==> src/rtl/bank_rd_sched.sv <==
// Round-robin read scheduler for a 4-bank memory; a return pipeline lines up mux select and valid with bank data.
// Optional grant/wait performance counters are enabled with `define BANK_RD_SCHED_PERF_CNT_EN.
module bank_rd_sched #(
  parameter int DATA_WIDTH = 8,
  parameter int ADDR_WIDTH = 5,
  parameter int RD_LATENCY = 2
) (
  input  logic                    i_clk,
  input  logic                    i_rst_n,
  input  logic [3:0]              i_req,
  input  logic [4*ADDR_WIDTH-1:0] i_addr,
  input  logic                    i_hold,
  output logic [3:0]              o_gnt,
  output logic [3:0]              o_bank_en,
  output logic [ADDR_WIDTH-3:0]   o_bank_addr,
  output logic [1:0]              o_mux_sel,
  output logic                    o_rd_valid,
  output logic [1:0]              o_rd_id,
  output logic                    o_idle
`ifdef BANK_RD_SCHED_PERF_CNT_EN
  ,
  output logic [15:0]             o_gnt_cnt,
  output logic [15:0]             o_wait_cnt
`endif
);

  // An out-of-range configuration never issues reads.
  localparam bit CFG_OK = (DATA_WIDTH > 0) && (ADDR_WIDTH >= 3) &&
                          (RD_LATENCY >= 1) && (RD_LATENCY <= 8);

  typedef enum logic [1:0] {
    S_RUN   = 2'd0,
    S_DRAIN = 2'd1,
    S_HELD  = 2'd2
  } state_e;

  state_e                  state_q, state_d;
  logic [1:0]              ptr_q, ptr_d;
  logic                    grant_en;
  logic                    grant_vld;
  logic                    win_vld;
  logic [1:0]              win_idx;
  logic [1:0]              cand;
  logic [ADDR_WIDTH-1:0]   win_addr;
  logic [1:0]              win_bank;
  logic [ADDR_WIDTH-3:0]   win_ia;
  logic                    pipe_empty;

  logic [3:0]              bank_en_q, bank_en_d;
  logic [ADDR_WIDTH-3:0]   bank_addr_q, bank_addr_d;
  logic                    rd_valid_q, rd_valid_d;
  logic [1:0]              mux_sel_q, mux_sel_d;
  logic [1:0]              rd_id_q, rd_id_d;

  logic [RD_LATENCY-1:0]   rtn_vld_q, rtn_vld_d;
  logic [1:0]              rtn_bank_q [RD_LATENCY];
  logic [1:0]              rtn_bank_d [RD_LATENCY];
  logic [1:0]              rtn_id_q   [RD_LATENCY];
  logic [1:0]              rtn_id_d   [RD_LATENCY];

  // Round-robin search starting at the pointer.
  always_comb begin
    win_vld = 1'b0;
    win_idx = ptr_q;
    cand    = ptr_q;
    for (int i = 0; i < 4; i++) begin
      cand = ptr_q + 2'(i);
      if (!win_vld && i_req[cand]) begin
        win_vld = 1'b1;
        win_idx = cand;
      end
    end
  end

  assign win_addr  = i_addr[win_idx*ADDR_WIDTH +: ADDR_WIDTH];
  assign win_bank  = win_addr[ADDR_WIDTH-1 -: 2];
  assign win_ia    = win_addr[ADDR_WIDTH-3:0];
  assign grant_vld = grant_en && win_vld;
  assign o_gnt     = grant_vld ? (4'b0001 << win_idx) : 4'b0000;

  always_comb begin
    ptr_d = ptr_q;
    if (grant_vld) begin
      ptr_d = win_idx + 2'd1;
    end
  end

  // Issue stage: one-cycle bank enable pulse per grant.
  always_comb begin
    bank_en_d   = 4'b0000;
    bank_addr_d = '0;
    if (grant_vld) begin
      bank_en_d   = 4'b0001 << win_bank;
      bank_addr_d = win_ia;
    end
  end

  // Return pipeline: stage 0 is loaded together with the bank enable.
  always_comb begin
    rtn_vld_d     = '0;
    rtn_bank_d    = rtn_bank_q;
    rtn_id_d      = rtn_id_q;
    rtn_vld_d[0]  = grant_vld;
    rtn_bank_d[0] = win_bank;
    rtn_id_d[0]   = win_idx;
    for (int i = 1; i < RD_LATENCY; i++) begin
      rtn_vld_d[i]  = rtn_vld_q[i-1];
      rtn_bank_d[i] = rtn_bank_q[i-1];
      rtn_id_d[i]   = rtn_id_q[i-1];
    end
  end

  assign pipe_empty = ~|rtn_vld_q;

  // Return outputs: select and id keep their last value between returns.
  always_comb begin
    rd_valid_d = rtn_vld_q[RD_LATENCY-1];
    mux_sel_d  = mux_sel_q;
    rd_id_d    = rd_id_q;
    if (rtn_vld_q[RD_LATENCY-1]) begin
      mux_sel_d = rtn_bank_q[RD_LATENCY-1];
      rd_id_d   = rtn_id_q[RD_LATENCY-1];
    end
  end

  always_comb begin
    state_d = state_q;
    unique case (state_q)
      S_RUN: begin
        if (i_hold) state_d = S_DRAIN;
      end
      S_DRAIN: begin
        if (!i_hold)        state_d = S_RUN;
        else if (pipe_empty) state_d = S_HELD;
      end
      S_HELD: begin
        if (!i_hold) state_d = S_RUN;
      end
      default: state_d = S_RUN;
    endcase
  end

  // Grants are suppressed while reset is asserted so o_gnt drops immediately.
  always_comb begin
    grant_en = (state_q == S_RUN) && !i_hold && i_rst_n && CFG_OK;
    o_idle   = (state_q == S_HELD) && pipe_empty;
  end

  always_ff @(posedge i_clk or negedge i_rst_n) begin
    if (!i_rst_n) begin
      state_q     <= S_RUN;
      ptr_q       <= 2'd0;
      bank_en_q   <= 4'b0000;
      bank_addr_q <= '0;
      rtn_vld_q   <= '0;
      rd_valid_q  <= 1'b0;
      mux_sel_q   <= 2'd0;
      rd_id_q     <= 2'd0;
    end else begin
      state_q     <= state_d;
      ptr_q       <= ptr_d;
      bank_en_q   <= bank_en_d;
      bank_addr_q <= bank_addr_d;
      rtn_vld_q   <= rtn_vld_d;
      rd_valid_q  <= rd_valid_d;
      mux_sel_q   <= mux_sel_d;
      rd_id_q     <= rd_id_d;
    end
  end

  // Payload travels under its valid bit, so it needs no reset.
  always_ff @(posedge i_clk) begin
    rtn_bank_q <= rtn_bank_d;
    rtn_id_q   <= rtn_id_d;
  end

  assign o_bank_en   = bank_en_q;
  assign o_bank_addr = bank_addr_q;
  assign o_rd_valid  = rd_valid_q;
  assign o_mux_sel   = mux_sel_q;
  assign o_rd_id     = rd_id_q;

`ifdef BANK_RD_SCHED_PERF_CNT_EN
  logic [15:0] gnt_cnt_q, gnt_cnt_d;
  logic [15:0] wait_cnt_q, wait_cnt_d;

  always_comb begin
    gnt_cnt_d  = gnt_cnt_q;
    wait_cnt_d = wait_cnt_q;
    if (grant_vld && (gnt_cnt_q != 16'hFFFF)) begin
      gnt_cnt_d = gnt_cnt_q + 16'd1;
    end
    if ((|i_req) && !grant_vld && (wait_cnt_q != 16'hFFFF)) begin
      wait_cnt_d = wait_cnt_q + 16'd1;
    end
  end

  always_ff @(posedge i_clk or negedge i_rst_n) begin
    if (!i_rst_n) begin
      gnt_cnt_q  <= 16'd0;
      wait_cnt_q <= 16'd0;
    end else begin
      gnt_cnt_q  <= gnt_cnt_d;
      wait_cnt_q <= wait_cnt_d;
    end
  end

  assign o_gnt_cnt  = gnt_cnt_q;
  assign o_wait_cnt = wait_cnt_q;
`endif

endmodule

==> config.mk <==
export PLATFORM = sky130hd
export DESIGN_NAME = bank_rd_sched
export DESIGN_NICKNAME = d
export VERILOG_FILES = /design/src/rtl/bank_rd_sched.sv
export SDC_FILE = /design/constraint.sdc
export NUM_CORES = 1
export LEC_CHECK = 0
export ABC_AREA = 1
export CELL_PAD_IN_SITES_DETAIL_PLACEMENT = 0
export CELL_PAD_IN_SITES_GLOBAL_PLACEMENT = 1
export CORE_UTILIZATION = 34
export CTS_CLUSTER_SIZE = 28
export DETAILED_ROUTE_END_ITERATION = 10
export PLACE_DENSITY = 0.81
export RECOVER_POWER = 100
export SYNTH_ARGS = -nofsm -noshare
export SYNTH_HDL_FRONTEND = slang
export SYNTH_SLANG_ARGS = --single-unit
export TNS_END_PERCENT = 5
==> constraint.sdc <==
create_clock -name i_clk -period 2.4 [get_ports i_clk]
set_clock_uncertainty 0.1 [all_clocks]
set_input_delay 0.48 -clock i_clk [delete_from_list [all_inputs] [get_ports i_clk]]
set_output_delay 0.48 -clock i_clk [all_outputs]
set_load 0.01 [all_outputs]
==> report_table.html <==
<table>
<tr><th>Metric</th><th>Value</th></tr>
<tr><th colspan="2">STA</th></tr>
<tr><td>Final worst slack</td><td>-0.262 ns</td></tr>
<tr><td>Min Clock Period, post-route</td><td>2.66 ns</td></tr>
<tr><td>Fmax achieved</td><td>376 MHz</td></tr>
<tr><td>Number of failing setup endpoints in the final timing report</td><td>4</td></tr>
<tr><td>Number of hold violations in the final report</td><td>0</td></tr>
<tr><td>Setup repair after global routing missed its margin</td><td>yes</td></tr>
<tr><td>Normalized max-slew margin</td><td>0.379</td></tr>
<tr><td>Period utilization</td><td>1.11</td></tr>
<tr><td>Slew Limit Fails</td><td>0</td></tr>
<tr><td>Actual slew at the worst max-slew pin</td><td>0.931 ns</td></tr>
<tr><th colspan="2">Placement</th></tr>
<tr><td>Placed instance count</td><td>325</td></tr>
<tr><td>Final RePlAce weighted congestion</td><td>0.866</td></tr>
<tr><td>Hpwl dp</td><td>2800 um</td></tr>
<tr><td>Post-placement cell area</td><td>2240 sq um</td></tr>
<tr><td>Number of buffer cells added on primary ports</td><td>43</td></tr>
<tr><th colspan="2">Job</th></tr>
<tr><td>Max capacitance violation total</td><td>0</td></tr>
<tr><th colspan="2">Synth</th></tr>
<tr><td>Most frequent cells after synthesis</td><td>nand2_1, inv_1, dfrtp_1, nand3_1, nand2_2</td></tr>
<tr><td>Synth warn</td><td>0</td></tr>
<tr><td>Cell with the most instances after synthesis</td><td>nand2_1</td></tr>
<tr><td>Share of Yosys cell area claimed by the top area cell type</td><td>0.280</td></tr>
<tr><td>Number of different library cells in the post-synthesis netlist</td><td>25</td></tr>
<tr><td>Area contributors post-synth</td><td>dfrtp_1, nand2_1, dfxtp_1</td></tr>
<tr><td>Sequential cell area fraction in the yosys report</td><td>0.379</td></tr>
<tr><td>Count of flip-flops with a built-in enable after synthesis</td><td>0</td></tr>
<tr><td>Cell count after synthesis</td><td>210</td></tr>
<tr><td>Proportion of synthesized flip-flops having asynchronous set or reset</td><td>0.692</td></tr>
<tr><td>Net count of the mapped netlist</td><td>241</td></tr>
<tr><td>Mean instance size in the synthesized netlist</td><td>7.66 sq um</td></tr>
<tr><td>Post-synthesis sequential element count</td><td>26</td></tr>
<tr><td>Top flip-flop cell by instance count after synthesis</td><td>dfrtp_1</td></tr>
<tr><td>Most area-hungry cell type in the Yosys netlist</td><td>dfrtp_1</td></tr>
<tr><td>Post-Synthesis Cell Area</td><td>1610 sq um</td></tr>
<tr><th colspan="2">Critical path</th></tr>
<tr><td>Number of gates on the worst path with buffers counted</td><td>14</td></tr>
<tr><td>R2R depth</td><td>13</td></tr>
<tr><td>Slowest-stage cell, CP</td><td>dfrtp_2</td></tr>
<tr><td>Worst EP arrival</td><td>2.08 ns</td></tr>
<tr><td>Worst setup path endpoint</td><td>o_gnt[3]</td></tr>
<tr><td>Top fanout value on the critical path</td><td>6</td></tr>
<tr><td>Endpoint type of the worst setup path</td><td>primary output</td></tr>
<tr><td>Critical Path Start</td><td>ptr_q[0]$_DFFE_PN0P_</td></tr>
<tr><td>Buffering stage count on the worst path with inverters included</td><td>4</td></tr>
<tr><td>Endpoint of the worst register-to-register path</td><td>o_bank_en[3]$_DFF_PN0_</td></tr>
<tr><td>Crit-path cells</td><td>clkinvlp_4 -&gt; nand2_4 -&gt; nand3_2 -&gt; nand2_4 -&gt; nand2_2 -&gt; nand2_1 -&gt; nand2_2 -&gt; nand2_4 -&gt; nand2_4 -&gt; inv_4 -&gt; ha_1 -&gt; inv_1 -&gt; nor2_1 -&gt; buf_2</td></tr>
<tr><td>Crit path required time</td><td>1.82 ns</td></tr>
<tr><td>Delay of the slowest cell on the worst path</td><td>0.45 ns</td></tr>
<tr><td>Type of the worst setup path</td><td>flip-flop to primary output</td></tr>
<tr><td>CP Launch Type</td><td>flip-flop</td></tr>
<tr><td>R2R setup slack</td><td>0.32 ns</td></tr>
<tr><td>Gate family responsible for the most delay along the worst path</td><td>simple AND/OR/NAND/NOR gates</td></tr>
<tr><td>Cell type with the highest occurrence count on the critical path</td><td>nand2_4</td></tr>
<tr><td>Startpoint of the most critical register-to-register path</td><td>ptr_q[0]$_DFFE_PN0P_</td></tr>
<tr><th colspan="2">Clocking</th></tr>
<tr><td>Clock slew at the register clock pins of the worst setup and hold paths</td><td>0.08 ns</td></tr>
<tr><td>Total CTS buffers</td><td>3</td></tr>
<tr><td>TritonCTS clock tree</td><td>built</td></tr>
<tr><td>Maximum clock insertion buffer count</td><td>2</td></tr>
<tr><td>Sinks on the clock net</td><td>26</td></tr>
<tr><td>Post-CTS Hold Buffers</td><td>0</td></tr>
<tr><td>Root Driver</td><td>clkbuf_8</td></tr>
<tr><td>Clk Latency, worst-skew pair</td><td>0.27 ns</td></tr>
<tr><td># H-tree levels</td><td>1</td></tr>
<tr><th colspan="2">Die</th></tr>
<tr><td>Die boundary width</td><td>70.8 um</td></tr>
<tr><td>Die area</td><td>5010 sq um</td></tr>
<tr><td>Core Area</td><td>4440 sq um</td></tr>
<tr><td>Overall die height</td><td>70.8 um</td></tr>
<tr><td>Initial Utilization</td><td>0.362</td></tr>
<tr><td>Number of primary I/O pins</td><td>44</td></tr>
<tr><td>FP Rows</td><td>24</td></tr>
<tr><th colspan="2">Drt</th></tr>
<tr><td>Number of design-rule violations left by the first detailed-router iteration</td><td>51</td></tr>
<tr><td>Via-per-instance ratio</td><td>4.51</td></tr>
<tr><td>Number of nets with antenna violations after detailed routing</td><td>0</td></tr>
<tr><td>Detailed-routing iteration count for the pre-antenna-repair pass</td><td>9</td></tr>
<tr><td>Average detailed-routed wire length per instance</td><td>10.7 um</td></tr>
<tr><td>Via count</td><td>1497</td></tr>
<tr><td>Total length of routed wires</td><td>3540 um</td></tr>
<tr><td>Detailed-route DRC error count</td><td>2</td></tr>
<tr><th colspan="2">Power</th></tr>
<tr><td>Worst voltage drop across the vdd grid</td><td>0.495 mV</td></tr>
<tr><td>PwrDens</td><td>1470 nW/um^2</td></tr>
<tr><td>Static power due to leakage</td><td>1.24 nW</td></tr>
<tr><th colspan="2">Status</th></tr>
<tr><td>Result of the run</td><td>finished with violations</td></tr>
<tr><td>Failing checks</td><td>DRC, setup timing</td></tr>
<tr><th colspan="2">Global routing</th></tr>
<tr><td>Combined global-route utilization of all metal layers</td><td>0.153</td></tr>
<tr><td>Largest net degree at the start of global routing</td><td>19</td></tr>
<tr><td>Overall overflow remaining after global route</td><td>0</td></tr>
<tr><td>Vias in the first global route</td><td>1337</td></tr>
<tr><td>Initial antenna violation count</td><td>0</td></tr>
<tr><td>First-pass GRT wire length</td><td>6030 um</td></tr>
<tr><th colspan="2">Cells and area</th></tr>
<tr><td>Number of nets in the finished design</td><td>312</td></tr>
<tr><td>Core Util, Final</td><td>0.530</td></tr>
<tr><td>Non-Filler Instances</td><td>332</td></tr>
<tr><td>Final antenna diode count</td><td>0</td></tr>
<tr><td>Total non-filler cell area in the finished layout</td><td>2350 sq um</td></tr>
<tr><td># fillers</td><td>428</td></tr>
<tr><td>Area growth from synthesis to layout</td><td>46.3%</td></tr>
<tr><td>Share of layout cells above drive strength 1</td><td>0.300</td></tr>
<tr><th colspan="2">Hold path</th></tr>
<tr><td>Worst min path class</td><td>flip-flop to flip-flop</td></tr>
</table>
kinds of logic after synthesis:
kind of cell	share of synthesized area
AND/OR/NAND/NOR	0.446
buffers and inverters	0.0855
flip-flops	0.379
AO/OA/AOI/OAI	0.0295
multiplexers	0.0280
adder cells (fa/ha/maj)	0.0311
what timing repair did:
item / 4_1_cts / 5_1_grt
setup endpoints to repair: 4 / 4
gates resized for setup: 33 / 4
pin swaps: 2 / 3
buffers inserted: 1 / 1
gates cloned: 1 / 0
state kept, by name (all words and copies together) (netlist names):
name,flops
state_q,2
rtn_bank_q,2
ptr_q,2
rtn_bank_d,2
o_bank_addr,3
o_mux_sel,2
o_rd_id,2
rtn_id_d,2
rtn_id_q,2
rtn_vld_q,2
o_rd_valid,1
o_bank_en,4
layout by cell type, fill, tap and decap left out, types with 3 or more instances in the layout:
cell type and count:
a21oi_1 4, mux2_2 4, nand2_2 20, o21ai_0 3, nand3_1 16, dlygate4sd3_1 14, dfxtp_1 8, buf_4 23
clkdlybuf4s50_1 21, clkbuf_8 3, nand3_2 5, inv_4 3, nand2_4 10, ha_1 4, dlygate4sd2_1 4, dfrtp_1 17
nor2_1 9, inv_1 19, nand2_1 71, buf_2 4
worst min path at each step:
stage	start	end	slack, ns	cells after the start
global route	rtn_bank_d[1]$_DFF_P_	rtn_bank_q[1]$_DFF_P_	0.24	0
global placement	rtn_bank_d[0]$_DFF_P_	rtn_bank_q[0]$_DFF_P_	0.21	0
detailed placement	rtn_bank_d[1]$_DFF_P_	rtn_bank_q[1]$_DFF_P_	0.21	0
CTS	rtn_bank_d[1]$_DFF_P_	rtn_bank_q[1]$_DFF_P_	0.23	0
finish	rtn_bank_d[1]$_DFF_P_	rtn_bank_q[1]$_DFF_P_	0.23	0
floorplan	i_rst_n	o_bank_addr[0]$_DFF_PN0_	0.08	0
cell type report:
type | instances | area [sq um] | share of cell area
Clock buffer | 3 | 41.3 | 0.0175
Timing Repair Buffer | 69 | 604 | 0.257
Sequential cell | 26 | 612 | 0.260
Tap cell | 52 | 65.1 | 0.0276
Inverter | 24 | 97.6 | 0.0415
Multi-Input combinational cell | 156 | 896 | 0.381
Clock inverter | 1 | 30.0 | 0.0128
Timing Repair inverter | 1 | 7.51 | 0.00319
metal layers:
metal | GRT usage | vias to the layer above | wire length (um)
met3 | 0.0128 | 3 | 139
met5 | 0 | - | 0
met4 | 0.0600 | 0 | 36
met2 | 0.229 | 39 | 1580
li1 | - | 792 | -
met1 | 0.227 | 663 | 1780
where the power goes:
group          switching [W]  internal (W)  leakage, nW
sequential         0.0000860      0.000616        0.302
clock               0.000128      0.000223       0.0357
combinational        0.00137       0.00102        0.902
total                0.00159       0.00186         1.24
metrics by stage:
stage,TNS [ns],power (W),hold slack [ns],worst slack (ns)
floorplan,0,0.00220,0.0844,0.0891
global placement,-3.64,0.00302,0.213,-0.819
detailed placement,-3.54,0.00302,0.213,-0.827
CTS,-1.01,0.00347,0.233,-0.264
global route,-1.60,0.00378,0.243,-0.402
finish,-0.969,0.00345,0.233,-0.262
No activity file was read; power rests on OpenSTA's default activity.
==> RTL edit, RTL diff (same flow settings) <==
The 3 states of `state_e` get a one-hot encoding in 3 bits.
--- a/src/rtl/bank_rd_sched.sv
+++ b/src/rtl/bank_rd_sched.sv
@@ -28,10 +28,10 @@
   localparam bit CFG_OK = (DATA_WIDTH > 0) && (ADDR_WIDTH >= 3) &&
                           (RD_LATENCY >= 1) && (RD_LATENCY <= 8);
 
-  typedef enum logic [1:0] {
-    S_RUN   = 2'd0,
-    S_DRAIN = 2'd1,
-    S_HELD  = 2'd2
+  typedef enum logic [2:0] {
+    S_RUN   = 3'b001,
+    S_DRAIN = 3'b010,
+    S_HELD  = 3'b100
   } state_e;
 
   state_e                  state_q, state_d;
Check against the original RTL: same outputs for any inputs over 10 cycles, from zero or initial values and one cycle with i_rst_n low; not proved beyond that.
==> RTL edit against the unedited design <==
- the run still ends with design-rule violations, negative setup slack left
- combinational power rose by 32%
- final cell count rose by 5.7%
- wire length is 16% higher
- synthesized area is 0.39% higher
- sequential cell count rose by 1
- final area increased by 13%
- global-route usage grew 0.92 points
- worst setup slack better by 17 ps
- total power increased by 20%
- largest cell class unchanged
- largest power group unchanged
==> RTL edit: results (changes against the unedited design) <==
status=finished with violations; failing checks=design-rule violations, negative setup slack; VDD IR max=800.5 µV (+62%); DP Wirelength=2828 µm (+1.0%); router iterations before antenna repair=7 (-2); vias in the first global route=1466 (+9.6%); M3 GR Usage=0.009972 (-0.002849); Clock-cell share=0.01838 (-0.01192); M2 GR Usage=0.2607 (+0.03205); multi-input gates=161 (+3.2%); switching share of power=0.4734 (+0.01338); top cells by count, synth=nand2_1, inv_1, nand3_1; initial DRC count=83 (+63%); worst rel slew slack=0.3382 (-0.04125); final setup fails=4 (unchanged); post-synthesis mux area share=0.02789 (-0.0001084); sequential share of power=0.178 (-0.025); Layout non-clock buf frac=0.2648 (+0.008066); metal3 WL=108 µm (-22%); CP max FO=5 (-1); Mapped Nets=249 (+3.3%); initial antenna violation count=0 (unchanged); Buffers excl. clock=80 (+16%); FF-to-FF path depth=16 (+3); met1 Use GR=0.2268 (-0.0002846); Post-Syn Instances=218 (+3.8%); Total Routing Usage GR=0.1618 (+0.009210); pin count of the biggest net entering global routing=20 (+1); DRT Wirelength=4122 µm (+16%); Post-Synth Adder-Cell Area=0.03098 (-0.0001205); GPL Wtd Cong=0.8312 (-4.1%); leakage=0.001359 µW (+9.7%); DR WL met2=2029 µm (+28%); async set-reset flop share out of synthesis=0.7037 (+0.01140); H-tree depth=1 (unchanged); YS warnings=0 (unchanged); setup TNS=-933.1 ps (+35.48 ps); Unique masters post-synth=24 (-4.0%); PD cells=1565 nW/µm² (+6.8%); dominant cells by area after synthesis=dfrtp_1, nand2_1, dfxtp_1; count of flip-flops and latches=27 (+3.8%); Fillers=385 (-10%); layout cells sized above 1=0.3679 (+0.06789); pre-CTS setup slack=-811.0 ps (+16.10 ps); Non-CTS inverters=27 (+8.0%); combinational share of power=0.761 (+0.066); sequential element share of the synthesized area=0.3943 (+0.01480); # DRC=8 (+6); fin worst setup slack=-245.1 ps (+17.34 ps); vias=1605 (+7.2%); multi-input combinational area share=0.4100 (+0.02934); WL met1=1934 µm (+8.7%); final std cells w/o fill=351 (+5.7%)
==> RTL edit: changes by cell type after synthesis, moves of 2 or more <==
cell,delta
nand3_2,-2
nand2_4,-5
inv_1,+3
nand3_1,+4
nand2_2,-3
nand2_1,+9
==> RTL edit: per-stage QoR <==
stage	hold WS, ps	cell area, µm²
finish	233.4	2655
global route	248.4	2655
CTS	233.6	2457
detailed placement	212.1	2250
global placement	210.2	2250
floorplan	84.41	1615
==> RTL edit: what timing repair did <==
item	CTS	global route
setup buffers	10	4
pin swaps	22	23
setup endpoints to repair	4	4
resized for setup	51	36
==> RTL edit: logic make-up after synthesis <==
logic type,count (synthesis)
AO/OA/AOI/OAI,9
adder cells (fa/ha/maj),4
buffers and inverters,30
flip-flops,27
multiplexers,4
AND/OR/NAND/NOR,144
==> RTL edit: final timing paths <==
path	start	end	slack [ps]
setup reg to reg	ptr_q[0]$_DFFE_PN0P_	o_bank_en[1]$_DFF_PN0_	160
min in group asynchronous	i_rst_n	o_rd_id[1]$_DFFE_PN0P_	840
hold / removal	rtn_bank_d[1]$_DFF_P_	rtn_bank_q[1]$_DFF_P_	230
max in group asynchronous	i_rst_n	ptr_q[1]$_DFFE_PN0P_	700
hold reg to reg	rtn_bank_d[1]$_DFF_P_	rtn_bank_q[1]$_DFF_P_	230
setup / recovery	ptr_q[0]$_DFFE_PN0P_	o_gnt[2]	-250
==> RTL edit: critical path, cell delays in order, from the launching register on <==
cell	delay (ps)
dfrtp_1	410
inv_2	100
buf_12	130
nand2_4	50
nand2_4	90
nand2_1	100
nand2_4	100
nand4_4	130
inv_2	80
nand2_1	80
nand2_4	120
ha_4	140
inv_2	30
nor2_1	90
buf_2	140
